--- src/rtl/clk_div_ctrl_pkg.sv ---
// Shared types for the clock-divider configuration controller.
package clk_div_ctrl_pkg;

    typedef enum logic [1:0] {
        ST_IDLE   = 2'd0,
        ST_STEP   = 2'd1,
        ST_SETTLE = 2'd2
    } state_e;

endpackage

--- src/rtl/clk_div_ctrl.sv ---
// Slews the divider's divisor toward a requested target in bounded, settled steps.
// Optional request clamping to [DIV_MIN, DIV_MAX] is enabled by CLK_DIV_CTRL_CLAMP_EN.
module clk_div_ctrl
    import clk_div_ctrl_pkg::*;
#(
    parameter int DIV_WIDTH     = 4,
    parameter int STEP          = 1,
    parameter int SETTLE_CYCLES = 8,
    parameter int RESET_DIV     = 0,
    parameter int DIV_MIN       = 0,
    parameter int DIV_MAX       = 2**DIV_WIDTH - 1
) (
    input  logic                 clk_i,
    input  logic                 rst_ni,
    input  logic [DIV_WIDTH-1:0] req_div_i,
    input  logic                 req_valid_i,
    output logic                 req_ready_o,
    output logic [DIV_WIDTH-1:0] div_o,
    output logic                 busy_o,
    output logic                 done_o,
    output logic                 clamp_o
);

    localparam int CNT_W = $clog2(SETTLE_CYCLES + 1);
    localparam logic [DIV_WIDTH-1:0] RESET_VAL   = DIV_WIDTH'(RESET_DIV);
    localparam logic [CNT_W-1:0]     SETTLE_LOAD = CNT_W'(SETTLE_CYCLES);
    localparam logic [CNT_W-1:0]     CNT_ONE     = CNT_W'(1);
    localparam logic [DIV_WIDTH:0]   STEP_EXT    = (DIV_WIDTH + 1)'(STEP);

    if (STEP < 1) begin : g_bad_step
        $error("clk_div_ctrl: STEP must be at least 1");
    end
    if (SETTLE_CYCLES < 1) begin : g_bad_settle
        $error("clk_div_ctrl: SETTLE_CYCLES must be at least 1");
    end
    if (RESET_DIV < 0 || RESET_DIV > 2**DIV_WIDTH - 1) begin : g_bad_reset
        $error("clk_div_ctrl: RESET_DIV does not fit in DIV_WIDTH");
    end
    if (DIV_MIN > DIV_MAX) begin : g_bad_bounds
        $error("clk_div_ctrl: DIV_MAX must be at least DIV_MIN");
    end

    state_e               state_q, state_d;
    logic [DIV_WIDTH-1:0] div_q, div_d;
    logic [DIV_WIDTH-1:0] target_q, target_d;
    logic [CNT_W-1:0]     cnt_q, cnt_d;
    logic                 done_q, done_d;
    logic                 clamp_q, clamp_d;

    logic [DIV_WIDTH-1:0] req_target;
    logic                 req_clamped;

`ifdef CLK_DIV_CTRL_CLAMP_EN
    localparam logic [DIV_WIDTH-1:0] MIN_VAL = DIV_WIDTH'(DIV_MIN);
    localparam logic [DIV_WIDTH-1:0] MAX_VAL = DIV_WIDTH'(DIV_MAX);

    always_comb begin
        req_target = req_div_i;
        if (req_div_i < MIN_VAL) begin
            req_target = MIN_VAL;
        end else if (req_div_i > MAX_VAL) begin
            req_target = MAX_VAL;
        end
    end
    assign req_clamped = (req_target != req_div_i);
`else
    assign req_target  = req_div_i;
    assign req_clamped = 1'b0;
`endif

    // One step toward target: extended by a bit so neither direction can wrap.
    logic [DIV_WIDTH:0]   div_ext, tgt_ext, diff, stepped;
    logic                 step_up;
    logic [DIV_WIDTH-1:0] step_next;

    always_comb begin
        div_ext   = {1'b0, div_q};
        tgt_ext   = {1'b0, target_q};
        step_up   = (target_q > div_q);
        diff      = step_up ? (tgt_ext - div_ext) : (div_ext - tgt_ext);
        stepped   = step_up ? (div_ext + STEP_EXT) : (div_ext - STEP_EXT);
        step_next = stepped[DIV_WIDTH-1:0];
        if (32'(diff) <= 32'(STEP) || stepped[DIV_WIDTH]) begin
            step_next = target_q;
        end
    end

    always_comb begin
        state_d  = state_q;
        div_d    = div_q;
        target_d = target_q;
        cnt_d    = cnt_q;
        done_d   = 1'b0;
        clamp_d  = 1'b0;
        unique case (state_q)
            ST_IDLE: begin
                if (req_valid_i) begin
                    target_d = req_target;
                    clamp_d  = req_clamped;
                    if (req_target == div_q) begin
                        done_d = 1'b1;
                    end else begin
                        state_d = ST_STEP;
                    end
                end
            end
            ST_STEP: begin
                div_d   = step_next;
                cnt_d   = SETTLE_LOAD;
                state_d = ST_SETTLE;
            end
            ST_SETTLE: begin
                // Counter reaching one marks the last of the settle cycles.
                if (cnt_q == CNT_ONE) begin
                    cnt_d = '0;
                    if (div_q != target_q) begin
                        state_d = ST_STEP;
                    end else begin
                        state_d = ST_IDLE;
                        done_d  = 1'b1;
                    end
                end else begin
                    cnt_d = cnt_q - CNT_ONE;
                end
            end
            default: begin
                state_d = ST_IDLE;
            end
        endcase
    end

    always_ff @(posedge clk_i) begin
        if (!rst_ni) begin
            state_q  <= ST_IDLE;
            div_q    <= RESET_VAL;
            target_q <= RESET_VAL;
            cnt_q    <= '0;
            done_q   <= 1'b0;
            clamp_q  <= 1'b0;
        end else begin
            state_q  <= state_d;
            div_q    <= div_d;
            target_q <= target_d;
            cnt_q    <= cnt_d;
            done_q   <= done_d;
            clamp_q  <= clamp_d;
        end
    end

    assign req_ready_o = (state_q == ST_IDLE);
    assign busy_o      = (state_q != ST_IDLE);
    assign div_o       = div_q;
    assign done_o      = done_q;
    assign clamp_o     = clamp_q;

endmodule

--- config.mk ---
export PLATFORM = sky130hd
export DESIGN_NAME = clk_div_ctrl
export DESIGN_NICKNAME = d
export VERILOG_FILES = /design/src/rtl/clk_div_ctrl_pkg.sv /design/src/rtl/clk_div_ctrl.sv
export SDC_FILE = /design/constraint.sdc
export NUM_CORES = 1
export LEC_CHECK = 0
export CORE_ASPECT_RATIO = 1.5
export CORE_MARGIN = 3
export CORE_UTILIZATION = 45
export CTS_CLUSTER_SIZE = 40
export DETAILED_ROUTE_END_ITERATION = 12
export GPL_TIMING_DRIVEN = 0
export HOLD_SLACK_MARGIN = 0.02
export MAX_ROUTING_LAYER = met4
export PLACE_DENSITY_LB_ADDON = 0.15
export SLEW_MARGIN = 0
export SYNTH_ARGS = -nofsm -noshare
export SYNTH_HDL_FRONTEND = slang
export SYNTH_SLANG_ARGS = --single-unit
--- constraint.sdc ---
create_clock -name clk_i -period 4 [get_ports clk_i]
set_clock_uncertainty 0.2 [all_clocks]
set_input_delay 0.4 -clock clk_i [delete_from_list [all_inputs] [get_ports clk_i]]
set_output_delay 0.4 -clock clk_i [all_outputs]
set_load 0.02 [all_outputs]
==> results.txt, run 1 <==
Drt initial violations: 15
Wire per inst: 13.52 um
Hold slack: 0.2979 ns
Global route total overflow: 0
Final hold vios: 0
Slack of the critical path: 0.3935 ns
Post-synthesis cell count: 156
Initial antenna violation count: 0
Top_reg_cell synth: dfxtp_1
Fin crit share: 90.16%
Req. time, crit path: 3.95 ns
Clock latency on the worst-skew pair: 0.25 ns
Leak: 0.6312 nW
Synth-to-Final Area Change: 16.78%
Critical path endpoint category: flip-flop
Residual DRC: 0
Antenna Violating Nets Remaining: 0
Number of synthesized register bits: 15
Gr usage total: 18.08%
IO Pins: 15
Power Density: 619.3 nW/um2
Clock root cell: clkbuf_8
CTS tree: built
Fmax: 277.3 MHz
CP Class: reg2reg
Yosys warns: 0
DR pass1 iterations: 4
Die area: 3632 um2
Post-cts gate resize count: 0
Critical Path Fanout Max: 7
Final Max Slew Viols: 0
Most frequent cells in the layout: 18 x inv_1, 18 x ha_1, 15 x dfxtp_1
Share of cells above drive strength 1: 8.671%
Top cell type by total area after synthesis: dfxtp_1
Mapped cell area: 1320 um2
Crit path DAT: 3.56 ns
Area share of the largest cell type after synthesis: 22.75%
Setup TNS Final: 0 ns
Max_cap viols: 0
First-pass GRT wire length: 4981 um
Final std cells w/o fill: 210
Routed wire length: 2839 um
Status: completed
Synth async-reset ratio: 0%
PortBufs: 13
Post-synthesis sequential area ratio: 22.75%
Crit path launch type: flip-flop
Row cnt: 23
Die extent in x: 50.22 um
H-tree levels: 1
Post-Place Cells: 206
Slew HR: 65.85%
Clk slew on worst S/H paths: 0.06 ns
Peak VDD IR: 425.8 uV
Setup Buffers After CTS: 0
Final setup violating endpoints: 0
Syn Nets: 184
CTS sink count: 15
RSZ-0062 raised after global routing: no
Nets: 202
Drt via density: 5.362
Post-synthesis cell type count: 45
Post-route minimum period: 3.606 ns
Worst slack, placed: 0.4047 ns
Via count: 1126
Die height: 72.33 um
Diode count: 0
GPL Wtd Cong: 0.8890
Top post-synthesis cells by area: dfxtp_1 23%, ha_1 17%, inv_1 5.1%
Hpwl dp: 2352 um
CTS Hold Buffers Added: 0
Mean post-synth cell area: 8.462 um2
Vias in the first global route: 1155
EDFF count, synth: 0
Initial core utilization: 48.28%
Bufs on Longest Clock Path: 2
CTS Buf Count: 3
Largest net degree at the start of global routing: 11
Worst Tran Pin Value: 0.5088 ns
Hold WC Path Type: reg2reg
Core area: 2734 um2
==> metrics by stage <==
| step | cell area, um2 | power, W | util [%] |
|---|---|---|---|
| global placement | 1496 | 0.0008185 | 54.74 |
| finish | 1541 | 0.0009547 | 56.38 |
| detailed placement | 1496 | 0.0008348 | 54.74 |
| CTS | 1541 | 0.0009602 | 56.38 |
| floorplan | 1320 | 0.0006840 | - |
| global route | 1541 | 0.001047 | 56.38 |
==> cells in the mapped netlist, types with 2 or more instances <==
cell type / number
ha_1: 18
nor3b_1: 2
o21ai_0: 3
mux2i_1: 3
o22ai_1: 2
nor3_1: 4
o21bai_1: 2
nand2_2: 2
and2_1: 3
a21oi_1: 7
inv_1: 18
clkbuf_1: 2
nand3_1: 5
o211ai_1: 2
fa_1: 3
nand4_1: 2
dfxtp_1: 15
nor2_1: 4
nor2b_1: 9
nand2_1: 14
xnor2_1: 5
nand3b_1: 3
o2111ai_1: 2
a21boi_0: 5
==> critical path, stage by stage, from the launching register on <==
cell,delay (ns)
dfxtp_1,0.52
inv_1,0.20
ha_1,0.37
nand3b_1,0.11
nand2_2,0.10
o211ai_2,0.31
ha_1,0.32
nor2b_1,0.16
o21ai_1,0.19
o2111ai_1,0.16
a311o_2,0.37
and4_4,0.20
a311oi_2,0.28
==> sequential cells by signal, indices dropped and copies added, names as in the netlist <==
name / count
div_o: 4
done_o: 1
state_q: 2
target_q: 4
cnt_q: 4
==> worst paths after layout <==
kind | slack [ns] | from | cells after the start | to
max | 0.39 | div_o[1] | 12 | div_o[1]
min | 0.30 | target_q[2] | 2 | target_q[2]
max reg2reg | 0.39 | div_o[1] | 12 | div_o[1]
min reg2reg | 0.30 | target_q[2] | 2 | target_q[2]
==> cells by family (layout without fill, tap and decap cells) <==
logic type               Yosys count  in the layout  share of synthesized area (%)
AND/OR/NAND/NOR                   55             55                          23.13
AO/OA/AOI/OAI                     34             34                          19.53
buffers and inverters             22             39                          7.109
adder cells (fa/ha/maj)           21             21                          21.61
flip-flops                        15             15                          22.75
XOR/XNOR                           5              5                          3.317
multiplexers                       3              3                          2.275
other                              1              1                         0.2841
==> routing by layer <==
metal  GRT usage (%)  routed length [um]
met1           19.11                1123
met2           32.41                1562
met3           2.053                  61
met4           9.231                  92
met5               -                   0
==> report_power, final <==
group	switching, W	internal [W]	leakage [nW]	total [W]
sequential	0.0000373	0.000179	0.123	0.000216
clock	0.0000528	0.0000707	0.0228	0.000123
combinational	0.000348	0.000268	0.486	0.000615
total	0.000438	0.000517	0.631	0.000955
==> final cells by class <==
cell class | instances | area, um2
plain buffers | 4 | 26.28
clock buffers | 4 | 45.04
fillers | 266 | 1192
inverters | 18 | 67.56
multi-input cells | 119 | 925.9
flip-flops and latches | 15 | 300.3
well taps | 37 | 46.29
repair buffers | 13 | 130.1
Note: power is estimated with default switching activity, not from simulation.
==> run 2: changes to the inputs <==
--- a/config.mk
+++ b/config.mk
@@ -7,7 +7,7 @@
 export LEC_CHECK = 0
 export CORE_ASPECT_RATIO = 1.5
 export CORE_MARGIN = 3
-export CORE_UTILIZATION = 45
+export CORE_UTILIZATION = 40
 export CTS_CLUSTER_SIZE = 40
 export DETAILED_ROUTE_END_ITERATION = 12
 export GPL_TIMING_DRIVEN = 0
==> run 2 against run 1 <==
Compared with the run above: register-to-register slack better by 0.02 ns; sequential power about the same; via count up 2.0%; fmax increased by 0.49%; sequential share of layout area barely moved; clock-buffer cell count unchanged; critical endpoint is now div_o[2]; highest routed layer unchanged.
==> results.txt, run 2 (synthesis gave the netlist of run 1 again) <==
Bufs on Longest Clock Path: 2
Peak VDD IR: 412.0 uV
CP Class: reg2reg
Final Power: 0.0009604 W
CTS Buf Count: 3
Clock root cell: clkbuf_8
Diode count: 0
Crit path launch type: flip-flop
Worst R2R End: div_o[2]
CTS Hold Buffers Added: 0
First-pass GRT wire length: 5133 um
Power Density: 622.0 nW/um2
Most used cell, CP: ha_1
Cell area after layout: 1544 um2
Post-cts gate resize count: 0
Hpwl dp: 2497 um
Initial core utilization: 43.52%
Met1 usage: 18.24%
Vias in the first global route: 1172
Dpl cell area: 1499 um2
Core area: 3033 um2
Multi-input gate area: 925.9 um2
Initial antenna violation count: 0
Die extent in x: 52.91 um
CP max stage delay: 0.53 ns
CTS tree: built
Slack of the critical path: 0.4112 ns
DR pass1 iterations: 4
R2r setup slk: 0.41 ns
Final hold vios: 0
Die area: 4040 um2
Core Util, Final: 50.91%
Wire per inst: 14.13 um
Fillers: 313
Row cnt: 24
Antenna Violating Nets Remaining: 0
Setup Buffers After CTS: 0
Die height: 76.36 um
Residual DRC: 0
PortBufs: 13
Setup TNS Final: 0 ns
Largest delay share family, worst path: compound AO/OA/AOI/OAI gates
CTS sink count: 15
Most utilized layer in the global route result: met2
Bufs and invs on worst path: 1
CP startpoint: div_o[1]
Req. time, crit path: 3.93 ns
Clock latency on the worst-skew pair: 0.24 ns
CP Cell Sequence: inv_1, ha_1, nand3b_1, nand2_2, o211ai_2, ha_1, nor2b_1, o21ai_1, o2111ai_1, a311oi_1, nor4_1, a221o_1
Status: completed
Synth-to-Final Area Change: 16.97%
Share of cells above drive strength 1: 8.671%
Clk slew on worst S/H paths: 0.06 ns
Global route total overflow: 0
FF+latch area: 300.3 um2
RSZ-0062 raised after global routing: no
Via count: 1148
Post-route minimum period: 3.589 ns
Hold WC Path Type: reg2reg
Gr usage total: 16.81%
Leak: 0.6312 nW
Met2 Resource Use GR: 30.85%
Fin crit share: 89.72%
Number of cells on the critical path: 12
Critical Path Fanout Max: 7
Worst reg2reg path startpoint: div_o[1]
Worst slack, placed: 0.4143 ns
GR met3 Demand/Resource: 1.761%
IO Pins: 15
Routed wire length: 2995 um
CP max stage cell: dfxtp_1
H-tree levels: 1
GPL Wtd Cong: 0.8717
Drt initial violations: 39
Final Max Slew Viols: 0
Setup crit end: div_o[2]
Critical path endpoint category: flip-flop
Drt via density: 5.415
Crit path DAT: 3.52 ns
Most frequent cells in the layout: 18 x inv_1, 18 x ha_1, 15 x dfxtp_1
Largest net degree at the start of global routing: 11
R2R depth: 12
Nets: 202
Max_cap viols: 0
Final setup violating endpoints: 0
Fmax: 278.6 MHz
[run 2: worst reg2reg max path, cell delays in order (launching register included)]
cell,delay [ns]
dfxtp_1,0.53
inv_1,0.19
ha_1,0.37
nand3b_1,0.12
nand2_2,0.11
o211ai_2,0.31
ha_1,0.32
nor2b_1,0.15
o21ai_1,0.20
o2111ai_1,0.17
a311oi_1,0.42
nor4_1,0.10
a221o_1,0.28
[run 2: power by group]
part	switching [W]	total, W	internal [W]
Clock	0.0000515	0.000122	0.0000704
Combinational	0.000354	0.000622	0.000268
Sequential	0.0000380	0.000217	0.000179
[run 2: metal layers]
layer  wire [um]  part of all wire [%]  up-vias
met5           0                     0        -
met4          44                   1.5        0
met3          52                   1.7        7
met2        1683                    56       15
met1        1214                    41      550
li1            -                     -      576
[run 2: final cells by class]
cell class,instances,area share [%]
Inverter,18,4.376
Clock buffer,4,2.917
Timing Repair Buffer,13,8.428
Sequential cell,15,19.45
Tap cell,39,3.160
Buffer,4,1.702
Multi-Input combinational cell,119,59.97
[run 2: how the worst min path moves through the flow]
| stage | startpoint | to | slack, ns | cells after the start |
|---|---|---|---|---|
| floorplan | target_q[2] | target_q[2] | 0.26 | 2 |
| global placement | target_q[2] | target_q[2] | 0.28 | 2 |
| detailed placement | target_q[2] | target_q[2] | 0.30 | 2 |
| CTS | target_q[2] | target_q[2] | 0.31 | 2 |
| global route | target_q[2] | target_q[2] | 0.33 | 2 |
| finish | target_q[2] | target_q[2] | 0.31 | 2 |
[run 2: per-stage QoR]
step / std cells / hold slack (ns)
floorplan: 156 / 0.2603
finish: 212 / 0.3091
global placement: 208 / 0.2838
CTS: 212 / 0.3083
global route: 212 / 0.3340
detailed placement: 208 / 0.2991
==> run 3: changes to the inputs <==
==> constraint.sdc (replaced) <==
create_clock -name clk_i -period 3.35 [get_ports clk_i]
set_clock_uncertainty 0.2 [all_clocks]
set_input_delay 0.335 -clock clk_i [delete_from_list [all_inputs] [get_ports clk_i]]
set_output_delay 0.335 -clock clk_i [all_outputs]
set_load 0.02 [all_outputs]
==> run 3 against run 2 <==
Compared with the run above: setup slack got worse by 0.31 ns; first-iteration DRC count is 21% lower; routed wire length rose by 2.0%; critical path depth up 1; cell area increased by 4.5%; largest cell class unchanged; clock-buffer cell count stayed put; fmax up 10%.
==> results.txt, run 3 (synthesis gave the netlist of run 1 again) <==
Status: completed
Initial core utilization: 43.52%
Leak: 0.6503 nW
Max_cap viols: 0
Clk network pwr share: 11.6%
Die extent in x: 52.91 um
Initial antenna violation count: 0
Share of cells above drive strength 1: 14.20%
H-tree levels: 1
RSZ-0062 raised after global routing: yes
Fillers: 304
Peak VDD IR: 492.9 uV
Worst slack, placed: -0.2357 ns
Vias in the first global route: 1191
Drt initial violations: 31
Core Util, Final: 53.18%
Bufs on Longest Clock Path: 2
DR pass1 iterations: 4
Critical Path Fanout Max: 9
Drt via density: 5.358
CP Cell Sequence: inv_1, ha_1, buf_6, a21oi_1, nand2_2, o211ai_4, ha_4, nor2b_1, o21ai_2, o2111ai_2, a311o_2, and4_4, a311oi_2
CP max stage cell: dfxtp_4
Cell area after layout: 1613 um2
GPL Wtd Cong: 0.8717
Hold WC Path Type: reg2reg
Via count: 1152
Power Density: 770.1 nW/um2
P_sw: 0.0005655 W
R2r setup slk: 0.1 ns
Routed wire length: 3056 um
Synth-to-Final Area Change: 22.18%
Worst reg2reg path startpoint: div_o[2]
Wire per inst: 14.21 um
Req. time, crit path: 3.29 ns
CP startpoint: div_o[2]
Fin crit share: 97.10%
IO Pins: 15
Seq pwr share: 21.0%
Sw Share: 45.53%
CP Class: reg2reg
Final Max Slew Viols: 0
Critical hold path startpoint: target_q[2]
CTS tree: built
Clk slew on worst S/H paths: 0.06 ns
Die height: 76.36 um
Logic pwr share: 67.3%
Global route total overflow: 0
Diode count: 0
First-pass GRT wire length: 5257 um
Nets: 205
Post-route minimum period: 3.253 ns
P_int: 0.0006766 W
CTS sink count: 15
Largest net degree at the start of global routing: 11
Setup TNS Final: 0 ns
Leading cell type in the layout, fill and taps excluded: inv_1
Slack of the critical path: 0.09710 ns
Fmax: 307.4 MHz
Final hold vios: 0
Crit path DAT: 3.20 ns
Gr usage total: 17.17%
Final setup violating endpoints: 0
PortBufs: 13
Hpwl dp: 2497 um
Dpl cell area: 1499 um2
CP max stage delay: 0.40 ns
Clock latency on the worst-skew pair: 0.24 ns
Antenna Violating Nets Remaining: 0
Row cnt: 24
R2R depth: 13
Critical path endpoint category: flip-flop
Core area: 3033 um2
Worst R2R End: div_o[1]
Residual DRC: 0
Die area: 4040 um2
Setup crit end: div_o[1]
Most frequent cells in the layout: 18 x inv_1, 17 x ha_1, 14 x nand2_1
CTS Buf Count: 3
Final Power: 0.001242 W
Crit path launch type: flip-flop
Clock root cell: clkbuf_8
[run 3: what timing repair did]
action | 4_1_cts | 5_1_grt
resized for setup | 8 | 2
hold buffers | 0 | 0
setup endpoints to repair | 4 | 2
setup buffers | 2 | 1
pin swaps | 2 | 2
[run 3: final cells by class]
cell class	instances	area, um2	area share (%)
sequential	15	309.0	19.16
multi-input combinational	119	963.4	59.74
buffer	4	26.28	1.629
tap	39	48.80	3.026
clock buffer	4	45.04	2.793
inverter	18	67.56	4.189
timing repair buffer	16	152.6	9.465
[run 3: how the worst min path moves through the flow]
stage	depth (start not counted)	end	slack, ns
6_report	2	target_q[2]	0.31
5_1_grt	2	target_q[2]	0.33
4_1_cts	2	target_q[2]	0.31
3_5_place_dp	2	target_q[2]	0.30
3_3_place_gp	2	target_q[2]	0.28
2_1_floorplan	2	target_q[2]	0.26
[run 3: stage by stage]
stage                     instances  hold slack, ns
after global placement          208          0.2838
after global routing            215          0.3340
after CTS                       214          0.3083
after detailed placement        208          0.2991
after floorplan                 156          0.2603
final                           215          0.3081
[run 3: metal layers]
metal	wire [um]	part of all wire (%)	global-route usage (%)
met4	31	1.0	4.604
met3	44	1.4	1.761
met5	0	0	-
met2	1726	56	31.09
met1	1254	41	19.08
[run 3: worst max-delay path, delay by kind of cell (launching register included)]
| kind | cells | cell delay [ns] |
|---|---|---|
| and+or+nand+nor | 3 | 0.49 |
| adders and majority gates | 2 | 0.53 |
| buffers and inverters | 2 | 0.19 |
| AOI/OAI and AO/OA | 6 | 1.34 |
| DFF | 1 | 0.40 |
[run 3: power by group through the flow]
stage / registers, W / logic [W] / clock network [W]
detailed placement: 0.000263 / 0.000746 / 0
global route: 0.000267 / 0.000928 / 0.000161
global placement: 0.000260 / 0.000720 / 0
CTS: 0.000261 / 0.000809 / 0.000151
floorplan: 0.000258 / 0.000559 / 0
finish: 0.000261 / 0.000836 / 0.000144
